### config.mk
export PLATFORM = sky130hd
export DESIGN_NAME = timer_ctrl_flat
export DESIGN_NICKNAME = d
export VERILOG_FILES = /design/src/rtl/timer_ctrl_if.sv /design/src/rtl/timer_ctrl.sv /design/src/flat_wrapper.sv
export SDC_FILE = /design/constraint.sdc
export NUM_CORES = 1
export LEC_CHECK = 0
export CELL_PAD_IN_SITES_DETAIL_PLACEMENT = 1
export CELL_PAD_IN_SITES_GLOBAL_PLACEMENT = 1
export CORE_MARGIN = 4
export CORE_UTILIZATION = 49
export DETAILED_ROUTE_END_ITERATION = 8
export PLACE_DENSITY_LB_ADDON = 0.1
export SLEW_MARGIN = 20
export SYNTH_ARGS = -nofsm -noshare
export SYNTH_HDL_FRONTEND = slang
export SYNTH_SLANG_ARGS = --single-unit
### constraint.sdc
create_clock -name clk -period 4.35 [get_ports clk]
set_input_delay 0.87 -clock clk [delete_from_list [all_inputs] [get_ports clk]]
set_output_delay 0.87 -clock clk [all_outputs]
set_load 0.005 [all_outputs]
### src/rtl/timer_ctrl_if.sv
// Front-panel bundle between the board buttons,
// the timer core and the display decoders.
interface timer_ctrl_if;
  logic       btn_start;
  logic       btn_clear;
  logic       btn_lap;
  logic [5:0] min;
  logic [5:0] sec;
  logic [1:0] cmd;
  logic [1:0] state;
  logic [5:0] disp_min;
  logic [5:0] disp_sec;

  modport master (
    output btn_start, btn_clear, btn_lap,
    output min, sec,
    input  cmd, state, disp_min, disp_sec
  );

  modport slave (
    input  btn_start, btn_clear, btn_lap,
    input  min, sec,
    output cmd, state, disp_min, disp_sec
  );
endinterface

### src/rtl/timer_ctrl.sv
// Stopwatch front panel: button sync/debounce,
// press detection, run/pause/lap FSM, lap display.
module timer_ctrl #(
  parameter int DEB_CYCLES = 50000
) (
  input logic      clk,
  input logic      rst,
  timer_ctrl_if.slave bus
);

  typedef enum logic [1:0] {
    IDLE  = 2'b00,
    RUN   = 2'b01,
    PAUSE = 2'b10,
    LAP   = 2'b11
  } state_t;

  typedef enum logic [1:0] {
    HOLD  = 2'b00,
    COUNT = 2'b01,
    CLEAR = 2'b10
  } cmd_t;

  localparam logic [15:0] DEB_LAST =
    16'(DEB_CYCLES - 1);

  // bit 0 start, bit 1 clear, bit 2 lap
  logic [2:0]  raw;
  logic [2:0]  sync1;
  logic [2:0]  sync2;
  logic [2:0]  level;
  logic [2:0]  level_q;
  logic [2:0]  pulse;
  logic [15:0] cnt [3];

  state_t      state_q;
  cmd_t        cmd_q;
  logic [5:0]  lap_min;
  logic [5:0]  lap_sec;

  logic        win_clr;
  logic        win_start;
  logic        win_lap;
  logic        at_limit;

  assign raw = {bus.btn_lap,
                bus.btn_clear,
                bus.btn_start};

  always_ff @(posedge clk or negedge rst) begin
    if (!rst) begin
      sync1 <= '0;
      sync2 <= '0;
    end else begin
      sync1 <= raw;
      sync2 <= sync1;
    end
  end

  always_ff @(posedge clk or negedge rst) begin
    if (!rst) begin
      level <= '0;
      for (int i = 0; i < 3; i++)
        cnt[i] <= '0;
    end else begin
      for (int i = 0; i < 3; i++) begin
        if (sync2[i] == level[i]) begin
          cnt[i] <= '0;
        end else if (cnt[i] == DEB_LAST) begin
          level[i] <= ~level[i];
          cnt[i]   <= '0;
        end else begin
          cnt[i] <= cnt[i] + 16'd1;
        end
      end
    end
  end

  always_ff @(posedge clk or negedge rst) begin
    if (!rst) begin
      level_q <= '0;
      pulse   <= '0;
    end else begin
      level_q <= level;
      pulse   <= level & ~level_q;
    end
  end

  // one winner per cycle: clear > start > lap
  assign win_clr   = pulse[1];
  assign win_start = pulse[0] & ~pulse[1];
  assign win_lap   = pulse[2] & ~|pulse[1:0];
  assign at_limit  = (bus.min == 6'd59) &&
                     (bus.sec == 6'd59);

  always_ff @(posedge clk or negedge rst) begin
    if (!rst) begin
      state_q <= IDLE;
      cmd_q   <= HOLD;
      lap_min <= '0;
      lap_sec <= '0;
    end else begin
      unique case (state_q)
        IDLE: begin
          if (win_clr) begin
            cmd_q <= CLEAR;
          end else if (win_start) begin
            state_q <= RUN;
            cmd_q   <= COUNT;
          end else begin
            cmd_q <= HOLD;
          end
        end
        PAUSE: begin
          if (win_clr) begin
            state_q <= IDLE;
            cmd_q   <= CLEAR;
          end else if (win_start && !at_limit) begin
            state_q <= RUN;
            cmd_q   <= COUNT;
          end else begin
            cmd_q <= HOLD;
          end
        end
        RUN, LAP: begin
          if (win_clr) begin
            state_q <= IDLE;
            cmd_q   <= CLEAR;
          end else if (at_limit || win_start) begin
            state_q <= PAUSE;
            cmd_q   <= HOLD;
          end else if (win_lap) begin
            cmd_q <= COUNT;
            if (state_q == RUN) begin
              state_q <= LAP;
              lap_min <= bus.min;
              lap_sec <= bus.sec;
            end else begin
              state_q <= RUN;
            end
          end else begin
            cmd_q <= COUNT;
          end
        end
        default: begin
          state_q <= IDLE;
          cmd_q   <= HOLD;
        end
      endcase
    end
  end

  assign bus.state = state_q;
  assign bus.cmd   = cmd_q;

  assign bus.disp_min = (state_q == LAP) ?
                        lap_min : bus.min;
  assign bus.disp_sec = (state_q == LAP) ?
                        lap_sec : bus.sec;

endmodule

### src/flat_wrapper.sv
// flat-port wrapper written by rule: the top's interface ports become plain ports
module timer_ctrl_flat 
#(
  parameter int DEB_CYCLES = 50000
)
  (clk, rst, bus_btn_start, bus_btn_clear, bus_btn_lap, bus_min, bus_sec, bus_cmd, bus_state, bus_disp_min, bus_disp_sec);
  timer_ctrl_if bus_i ();
  input logic clk;
  input logic rst;
  input wire logic [$bits(bus_i.btn_start)-1:0] bus_btn_start;
  input wire logic [$bits(bus_i.btn_clear)-1:0] bus_btn_clear;
  input wire logic [$bits(bus_i.btn_lap)-1:0] bus_btn_lap;
  input wire logic [$bits(bus_i.min)-1:0] bus_min;
  input wire logic [$bits(bus_i.sec)-1:0] bus_sec;
  output wire logic [$bits(bus_i.cmd)-1:0] bus_cmd;
  output wire logic [$bits(bus_i.state)-1:0] bus_state;
  output wire logic [$bits(bus_i.disp_min)-1:0] bus_disp_min;
  output wire logic [$bits(bus_i.disp_sec)-1:0] bus_disp_sec;
  assign bus_i.btn_start = bus_btn_start;
  assign bus_i.btn_clear = bus_btn_clear;
  assign bus_i.btn_lap = bus_btn_lap;
  assign bus_i.min = bus_min;
  assign bus_i.sec = bus_sec;
  assign bus_cmd = bus_i.cmd;
  assign bus_state = bus_i.state;
  assign bus_disp_min = bus_i.disp_min;
  assign bus_disp_sec = bus_i.disp_sec;
  timer_ctrl #(.DEB_CYCLES(DEB_CYCLES)) u_core (.clk(clk), .rst(rst), .bus(bus_i));
endmodule
# [Yosys cells after proc, flatten, opt, wreduce, memory -nomap -nowiden]
# Cells that the tools add are included.
[word_totals] reg_bits=79 word_cells=81 output_inout_bits=16 inputBits=17
[classes] n_eq_ne=15 reduce_logical=13 bitwise_logic=12 mux=24 n_addsub=3
[op_table] cell="two-way mux 16 bit" count=6
[op_table] cell="adder 16 x 1 -> 16 bit, second input constant" count=3
[op_table] cell="== test 16 bit, second input constant" count=3
[op_table] cell="two-way mux 2 bit" count=11
[op_table] cell="== test 6 bit, second input constant" count=2
[op_table] cell="two-way mux 6 bit" count=2
[op_table] cell="one-hot mux 2 bit (3 select lines)" count=2
[op_table] cell="inverter 1 bit" count=8
[op_table] cell="AND reduction 2 bit" count=3
[op_table] cell="AND reduction 5 bit" count=1
[op_table] cell="== test 2 bit, second input constant" count=2
[op_table] cell="!= test 4 x 1 -> 1 bit, second input constant" count=1
[op_table] cell="AND reduction 4 bit" count=1
[op_table] cell="OR reduction 2 bit" count=2
[op_table] cell="AND 3 bit" count=1
[op_table] cell="== test 1 bit" count=3
[op_table] cell="two-way mux 1 bit" count=3
[op_table] cell="!= test 3 x 1 -> 1 bit, second input constant" count=1
[op_table] cell="inverter 3 bit" count=1
[op_table] cell="AND 1 bit" count=2
[op_table] cell="== test 2 x 1 -> 1 bit, second input constant" count=1
[op_table] cell="logical AND 1 bit" count=2
[op_table] cell="logical NOT 1 bit" count=2
[op_table] cell="logical NOT 2 bit" count=1
[op_table] cell="other kinds (3)" count=3

# [Logic depth before layout (Yosys ltp)]
[depth] word_depth=7 mapped_depth=6 depth_no_buf=5

# [Worst setup path before layout]
# No wires, ideal clock.
[synth_path] path_type="flip-flop to output port" start="reg u_core.state_q[0] (netlist: u_core.bus.state[0])" end="out bus_disp_min[0]" slack_ns=2.205 t_arrival_ns=1.275 stages_incl_launch_ff=4 required_ns=3.480 path_buffers=1 path_cell_list="dfrtp_1 -> nand2_1 -> buf_1 -> mux2_2"
[synth_between] elab_chain_cells=2
[synth_lines] item="start, declared" line="timer_ctrl.sv:36" rtl="state_t state_q;"
[synth_lines] item="start signal, assigned" line="timer_ctrl.sv:98" rtl="state_q <= IDLE;"
[synth_lines] item="start signal, assigned" line="timer_ctrl.sv:108" rtl="state_q <= RUN;"
[synth_lines] item="start signal, assigned" line="timer_ctrl.sv:116" rtl="state_q <= IDLE;"
[synth_lines] item="== test 2 bit" line="timer_ctrl.sv:156" rtl="assign bus.disp_min = (state_q == LAP) ?"
[synth_lines] item="two-way mux 6 bit" line="timer_ctrl.sv:156"
[synth_lines] item="end, declared" line="flat_wrapper.sv:17" rtl="output wire logic [$bits(bus_i.disp_min)-1:0] bus_disp_min;"
# No other way between the ends.

# [Worst setup path in the final report]
# Ends and elaborated chain as after synthesis.

==> summary.txt <==
===========================================================================================
Global-route usage over all layers ...........................................       0.1829
Fin crit period ..............................................................     2.990 ns
Maximum clock insertion buffer count .........................................            2
Commonest cells after routing, fill and taps aside ........................... dfrtp_1, nor2_1, xnor2_1
Slowest stage cell on the critical path ......................................      nand2_1
Worst min path class .........................................................   reg -> reg
Series of cell instances along the critical path ............................. nand2_1 > mux2_2 > clkdlybuf4s50_1
Portion of netlist area occupied by mux cells ................................      0.09040
Hold-fix buffer count after cts ..............................................            0
Number of hold violations in the final report ................................            0
Congestion Overflow GR .......................................................            0
Summed area of non-filler cells in the final layout ..........................     4198 um2
Total setup buffers inserted after CTS .......................................            0
RSZ-0062 raised after global routing .........................................           no
Net count, final .............................................................          382
CTS clk-pin slew, worst paths ................................................      0.07 ns
Portion of the post-synthesis area used by sequential elements ...............       0.5494
TritonCTS clock tree .........................................................        built
Final-report setup violation count ...........................................            0
Yosys Warn Count .............................................................            0
Req. time, crit path .........................................................      3.48 ns
HPWL after detailed placement ................................................      5069 um
Last weighted congestion value of the routability-driven placer ..............       0.7750
Leakage ......................................................................  0.001753 uW
Count of mapped cells out of synthesis .......................................          324
Mapped cell area .............................................................     3598 um2
Per-cell routed wire length ..................................................     15.98 um
Setup TNS after final layout .................................................         0 ns
Relative slew slack ..........................................................       0.6209
Peak per-stage delay on the critical path ....................................      0.47 ns
Initial standard-cell utilization of the core ................................       0.5182
Flip-flop and latch count after synthesis ....................................           79
Combined area of the multi-input logic cells .................................     1550 um2
Clock buffers created by TritonCTS ...........................................            9
Combinational share of power .................................................        0.057
Max Clock Freq ...............................................................    334.4 MHz
Horizontal die dimension .....................................................     93.70 um
Layout fillers ...............................................................          741
Least setup slack across all paths after layout ..............................     1.360 ns
Placed inst area .............................................................     4006 um2
Post-Synthesis Mean Instance Area ............................................    11.11 um2
Worst slack on hold paths ....................................................    0.3518 ns
Sequential power share .......................................................        0.584
Reported net switching power .................................................     292.2 uW
Routed vias/inst .............................................................        5.409
Drt first pass iters .........................................................            4
Compound-Gate Fraction of Synth Area .........................................      0.01078
Die outline area .............................................................     8779 um2
Combinational family with the most area after synthesis ...................... simple AND/OR/NAND/NOR gates
Int Pwr ......................................................................     996.7 uW
Num Clock Sinks ..............................................................           79
Tot Pwr ......................................................................      1289 uW
Result of the run ............................................................ complete, no violations
Critical path class ..........................................................   reg -> out
Nature of the critical path startpoint .......................................     register
Worst supply voltage drop on vdd .............................................  0.0002194 V
Die Ht .......................................................................     93.70 um
Number of H-tree levels ......................................................            3
Post-synthesis to final-layout area growth ...................................       16.66%
Number of antenna-violating nets in the routed design ........................            0
Routed via count .............................................................         2499
Xor and xnor area share after synthesis ......................................       0.1071
Most common cell after layout, fill and taps aside ...........................      dfrtp_1
Signal arrival time at the worst endpoint ....................................      2.12 ns
Sort of element at the end of the critical path ..............................  output port
CTS-repair resized insts .....................................................            0
Switching share of power .....................................................       0.2267
Diodes inserted ..............................................................            0
Simple-Gate Fraction of Synth Area ...........................................       0.2121
Buffers added on ports .......................................................           32
Net count after synthesis ....................................................          344
Distinct cells, synth ........................................................           31
Measured slew at the worst slew-check pin ....................................    0.5673 ns
Initial antenna violation count ..............................................            0
Fin crit share ...............................................................       0.6875
Part of the power in the clock network .......................................        0.359
Sequential cell area .........................................................     1977 um2
PwrDens ...................................................................... 307.1 nW/um2
Clock root buffer master .....................................................     clkbuf_8
Count of pins over their slew limit ..........................................            0
Post-synthesis adder-cell area fraction ......................................      0.01043
Std-Cell Core Area ...........................................................     6944 um2
Worst-Skew Late Latency ......................................................      0.33 ns
Crit Path Max Fanout .........................................................           13
I/O pin count ................................................................           33
Fraction of final layout cells sized beyond drive strength 1 .................       0.1284
DRC violations left ..........................................................            0
Wire length after detailed routing ...........................................      7385 um
Number of standard-cell rows in the floorplan ................................           30
First-pass GRT wire length ...................................................     12770 um
Vias in the first global route ...............................................         2671
Number of design-rule violations left by the first detailed-router iteration .           37
Max-cap check violation count ................................................            0
Largest clock skew in the final design .......................................  0.007076 ns
Largest net degree at the start of global routing ............................           80
Worst slack at placement .....................................................     1.403 ns
===========================================================================================
==> routing by layer <==
| layer | track usage | share of wire | vias to the layer above |
|---|---|---|---|
| li1 | - | - | 1208 |
| met5 | 0 | 0 | - |
| met1 | 0.2361 | 0.47 | 1262 |
| met2 | 0.3093 | 0.50 | 27 |
| met3 | 0.04006 | 0.032 | 2 |
| met4 | 0.05295 | 0.0028 | 0 |
==> power by group through the flow <==
stage                     Combinational, uW  Sequential [uW]  Clock (uW)
final                                  73.3              753         463
after global routing                   81.4              755         514
after CTS                              72.3              753         479
after detailed placement               72.0              768           0
after global placement                 69.0              767           0
after floorplan                        23.3              765           0
==> cell usage after synthesis <==
master	instances	area, um2
dfrtp_1	79	1977
nor2_1	53	198.9
xnor2_1	33	289.0
mux2_2	28	315.3
nor4_1	16	100.1
nand2_1	15	56.30
nand4_1	15	93.84
nand3_1	13	65.06
inv_1	11	41.29
xor2_1	11	96.34
nor3_1	7	35.03
and3_1	6	37.54
nor4bb_1	6	60.06
buf_2	3	15.01
ha_1	3	37.54
nand4b_1	3	26.28
nor2b_1	3	18.77
nor4b_1	3	26.28
or3_1	3	18.77
a21oi_1	2	10.01
a211oi_1	1	7.510
a22oi_1	1	7.510
a31o_2	1	8.760
buf_1	1	3.750
buf_4	1	7.510
clkbuf_1	1	3.750
mux2i_1	1	10.01
nand4_2	1	12.51
o21ai_0	1	5.000
or2_2	1	6.260
or4_1	1	7.510
==> registers in the layout, summed over array words and instances, names as in the netlist <==
register          count
u_core.pulse          3
u_core.level_q        3
u_core.sync1          3
u_core.lap_min        6
u_core.level          3
u_core.lap_sec        6
u_core.bus.cmd        2
u_core.cnt           48
u_core.bus.state      2
u_core.sync2          3
==> through the flow <==
stage | cells | utilization
finish | 462 | 0.6045
global route | 462 | 0.6045
CTS | 461 | 0.6005
detailed placement | 446 | 0.5769
global placement | 446 | 0.5769
floorplan | 324 | -
==> kinds of logic after synthesis <==
group / after synthesis
muxes: 29
buffers and inverters: 17
AOI/OAI and AO/OA: 6
adders and majority gates: 3
xor gates and xnor gates: 44
and+or+nand+nor: 146
DFF: 79
==> layout make-up <==
type,count,area share
multi-input combinational,228,0.3693
inverter,11,0.009836
clock inverter,4,0.005365
sequential,79,0.4709
clock buffer,11,0.03368
timing repair buffer,33,0.08227
tap,96,0.02861
==> path summary, 6_finish.rpt <==
path                                            startpoint                            end  slack (ns)  depth (start not counted)
min in group asynchronous                              rst  u_core.lap_min[0]$_DFFE_PN0P_        0.48                          1
setup reg to reg                  u_core.cnt[16]$_DFF_PN0_       u_core.cnt[18]$_DFF_PN0_        2.45                          5
setup / recovery           u_core.bus.state[0]$_DFFE_PN0P_                bus_disp_min[0]        1.36                          3
hold / removal                   u_core.sync1[2]$_DFF_PN0_      u_core.sync2[2]$_DFF_PN0_        0.35                          0
max in group asynchronous                              rst       u_core.cnt[17]$_DFF_PN0_        3.30                          2
hold reg to reg                  u_core.sync1[2]$_DFF_PN0_      u_core.sync2[2]$_DFF_PN0_        0.35                          0
==> worst max-delay path, delay by kind of cell (launching register included) <==
| family | cells | cell delay [ns] |
|---|---|---|
| AND/OR/NAND/NOR | 1 | 0.47 |
| flip-flops | 1 | 0.46 |
| buffers and inverters | 1 | 0.46 |
| multiplexers | 1 | 0.40 |
Power figures use the tool's default switching activity.
==> patch, RTL diff (config.mk and constraints unchanged) <==
Make the reset (`rst`) synchronous in 4 clocked blocks.
--- a/src/rtl/timer_ctrl.sv
+++ b/src/rtl/timer_ctrl.sv
@@ -47,7 +47,7 @@
                 bus.btn_clear,
                 bus.btn_start};
 
-  always_ff @(posedge clk or negedge rst) begin
+  always_ff @(posedge clk) begin
     if (!rst) begin
       sync1 <= '0;
       sync2 <= '0;
@@ -57,7 +57,7 @@
     end
   end
 
-  always_ff @(posedge clk or negedge rst) begin
+  always_ff @(posedge clk) begin
     if (!rst) begin
       level <= '0;
       for (int i = 0; i < 3; i++)
@@ -76,7 +76,7 @@
     end
   end
 
-  always_ff @(posedge clk or negedge rst) begin
+  always_ff @(posedge clk) begin
     if (!rst) begin
       level_q <= '0;
       pulse   <= '0;
@@ -93,7 +93,7 @@
   assign at_limit  = (bus.min == 6'd59) &&
                      (bus.sec == 6'd59);
 
-  always_ff @(posedge clk or negedge rst) begin
+  always_ff @(posedge clk) begin
     if (!rst) begin
       state_q <= IDLE;
       cmd_q   <= HOLD;
Formal check against the unedited RTL: same outputs for any inputs over 10 cycles, from zero or initial values and one cycle with rst low; that may be too few to reach the edited logic, so the function may still have changed.
==> patch against the original RTL <==
  * Sequential share of layout area is 4.6 points lower
  * Sequential power is 12% higher
  * First-iteration DRC count is the same
  * Total power rose by 24%
  * Critical path depth stayed put
  * Sequential cell count did not move
  * Final area grew 15%
  * Die area increased by 11%
  * Area after synthesis increased by 12%
  * Routed wire length grew 8.6%
  * Maximum frequency rose by 0.22%
  * Worst setup slack better by 0.0067 ns
  * Critical endpoint is now bus_disp_sec[3]
  * Largest cell class unchanged
  * Largest power group unchanged
==> patch: results (changes against the original RTL) <==
\begin{tabular}{lr}
\hline
Metric & Value \\
\hline
\multicolumn{2}{l}{\textbf{Synth}} \\
Mux contribution to synthesized area & 7.074\% (-2.0 points) \\
EDFF count, synth & 48 (+48) \\
Number of distinct library cells after synthesis & 44 (+42\%) \\
Most instantiated cells after synthesis & nor2\_1, edfxtp\_1, xnor2\_1 \\
Dominant register cell in the synthesized netlist & edfxtp\_1 \\
Synth Area in Compound Gates & 1.210\% (+0.13 points) \\
Adder-cell share of the synthesized area & 0.9308\% (-0.11 points) \\
\multicolumn{2}{l}{\textbf{Pwr}} \\
Logic gate share of total power & 5.9\% (+0.2 points) \\
Peak supply drop & 0.0002193 V (about the same) \\
Part of the power in the clock network & 41.4\% (+5.5 points) \\
\multicolumn{2}{l}{\textbf{Global routing}} \\
Global-route wire length before repair & 13,670 um (+7.1\%) \\
Pin count of the biggest net entering global routing & 29 (-64\%) \\
Vias in the first global route & 2,955 (+11\%) \\
Total routing usage reported by global routing & 17.35\% (-0.94 points) \\
\multicolumn{2}{l}{\textbf{Setup path}} \\
Delay of the slowest critical-path stage & 0.49 ns (+0.02 ns) \\
Cell type group with the largest total delay on the critical path & buffers and inverters \\
Worst reg2reg startpoint & u\_core.cnt[1][0]\$\_SDFFCE\_PN0P\_ \\
Slowest library cell on the worst path & clkdlybuf4s50\_1 \\
Max FO, Critical Path & 3 (-10) \\
Worst Setup EP & bus\_disp\_sec[3] \\
\multicolumn{2}{l}{\textbf{Final layout}} \\
Layout cell share with drive strength beyond 1 & 11.28\% (-1.6 points) \\
\multicolumn{2}{l}{\textbf{Placement}} \\
DP Wirelength & 5605 um (+11\%) \\
Pre-CTS worst setup slack & 1.360 ns (-0.04244 ns) \\
\multicolumn{2}{l}{\textbf{Timing}} \\
Worst hold slack across all endpoints & 0.3880 ns (+0.03618 ns) \\
Fin crit period & 2.984 ns (-0.006710 ns) \\
\multicolumn{2}{l}{\textbf{Hold path}} \\
Hold path endpoint & u\_core.pulse[2]\$\_SDFF\_PN0\_ \\
Worst hold path stage count & 1 (+1) \\
\multicolumn{2}{l}{\textbf{Status}} \\
Run status & complete, no violations \\
\hline
\end{tabular}
==> patch: changes by cell type in the layout (fill, tap and decap cells not counted), sizes merged, moves of 14 or more <==
cell,delta
edfxtp,+48
mux2,-16
mux2i,+14
dfxtp,+31
dfrtp,-79
conb,+48
nand2,+19
==> patch: through the flow <==
stage | power, mW | cells
floorplan | 0.9065 | 412
global placement | 0.9470 | 538
detailed placement | 0.9512 | 538
CTS | 1.615 | 554
global route | 1.668 | 554
finish | 1.598 | 554
==> patch: cell type report <==
cell class | instances | area [um2]
Tap cell | 102 | 127.6
Multi-Input combinational cell | 312 | 2042
Clock inverter | 6 | 116.4
Fill cell | 881 | 2999
Timing Repair Buffer | 33 | 327.8
Clock buffer | 10 | 127.6
Sequential cell | 79 | 2062
Inverter | 12 | 45.04
==> patch: metal layers <==
layer	GRT usage, %	vias up	wire length, um
met5	0	-	0
met4	3.466	0	57
met3	5.096	6	250
met2	30.84	31	4128
met1	20.96	1357	3580
li1	-	1409	-
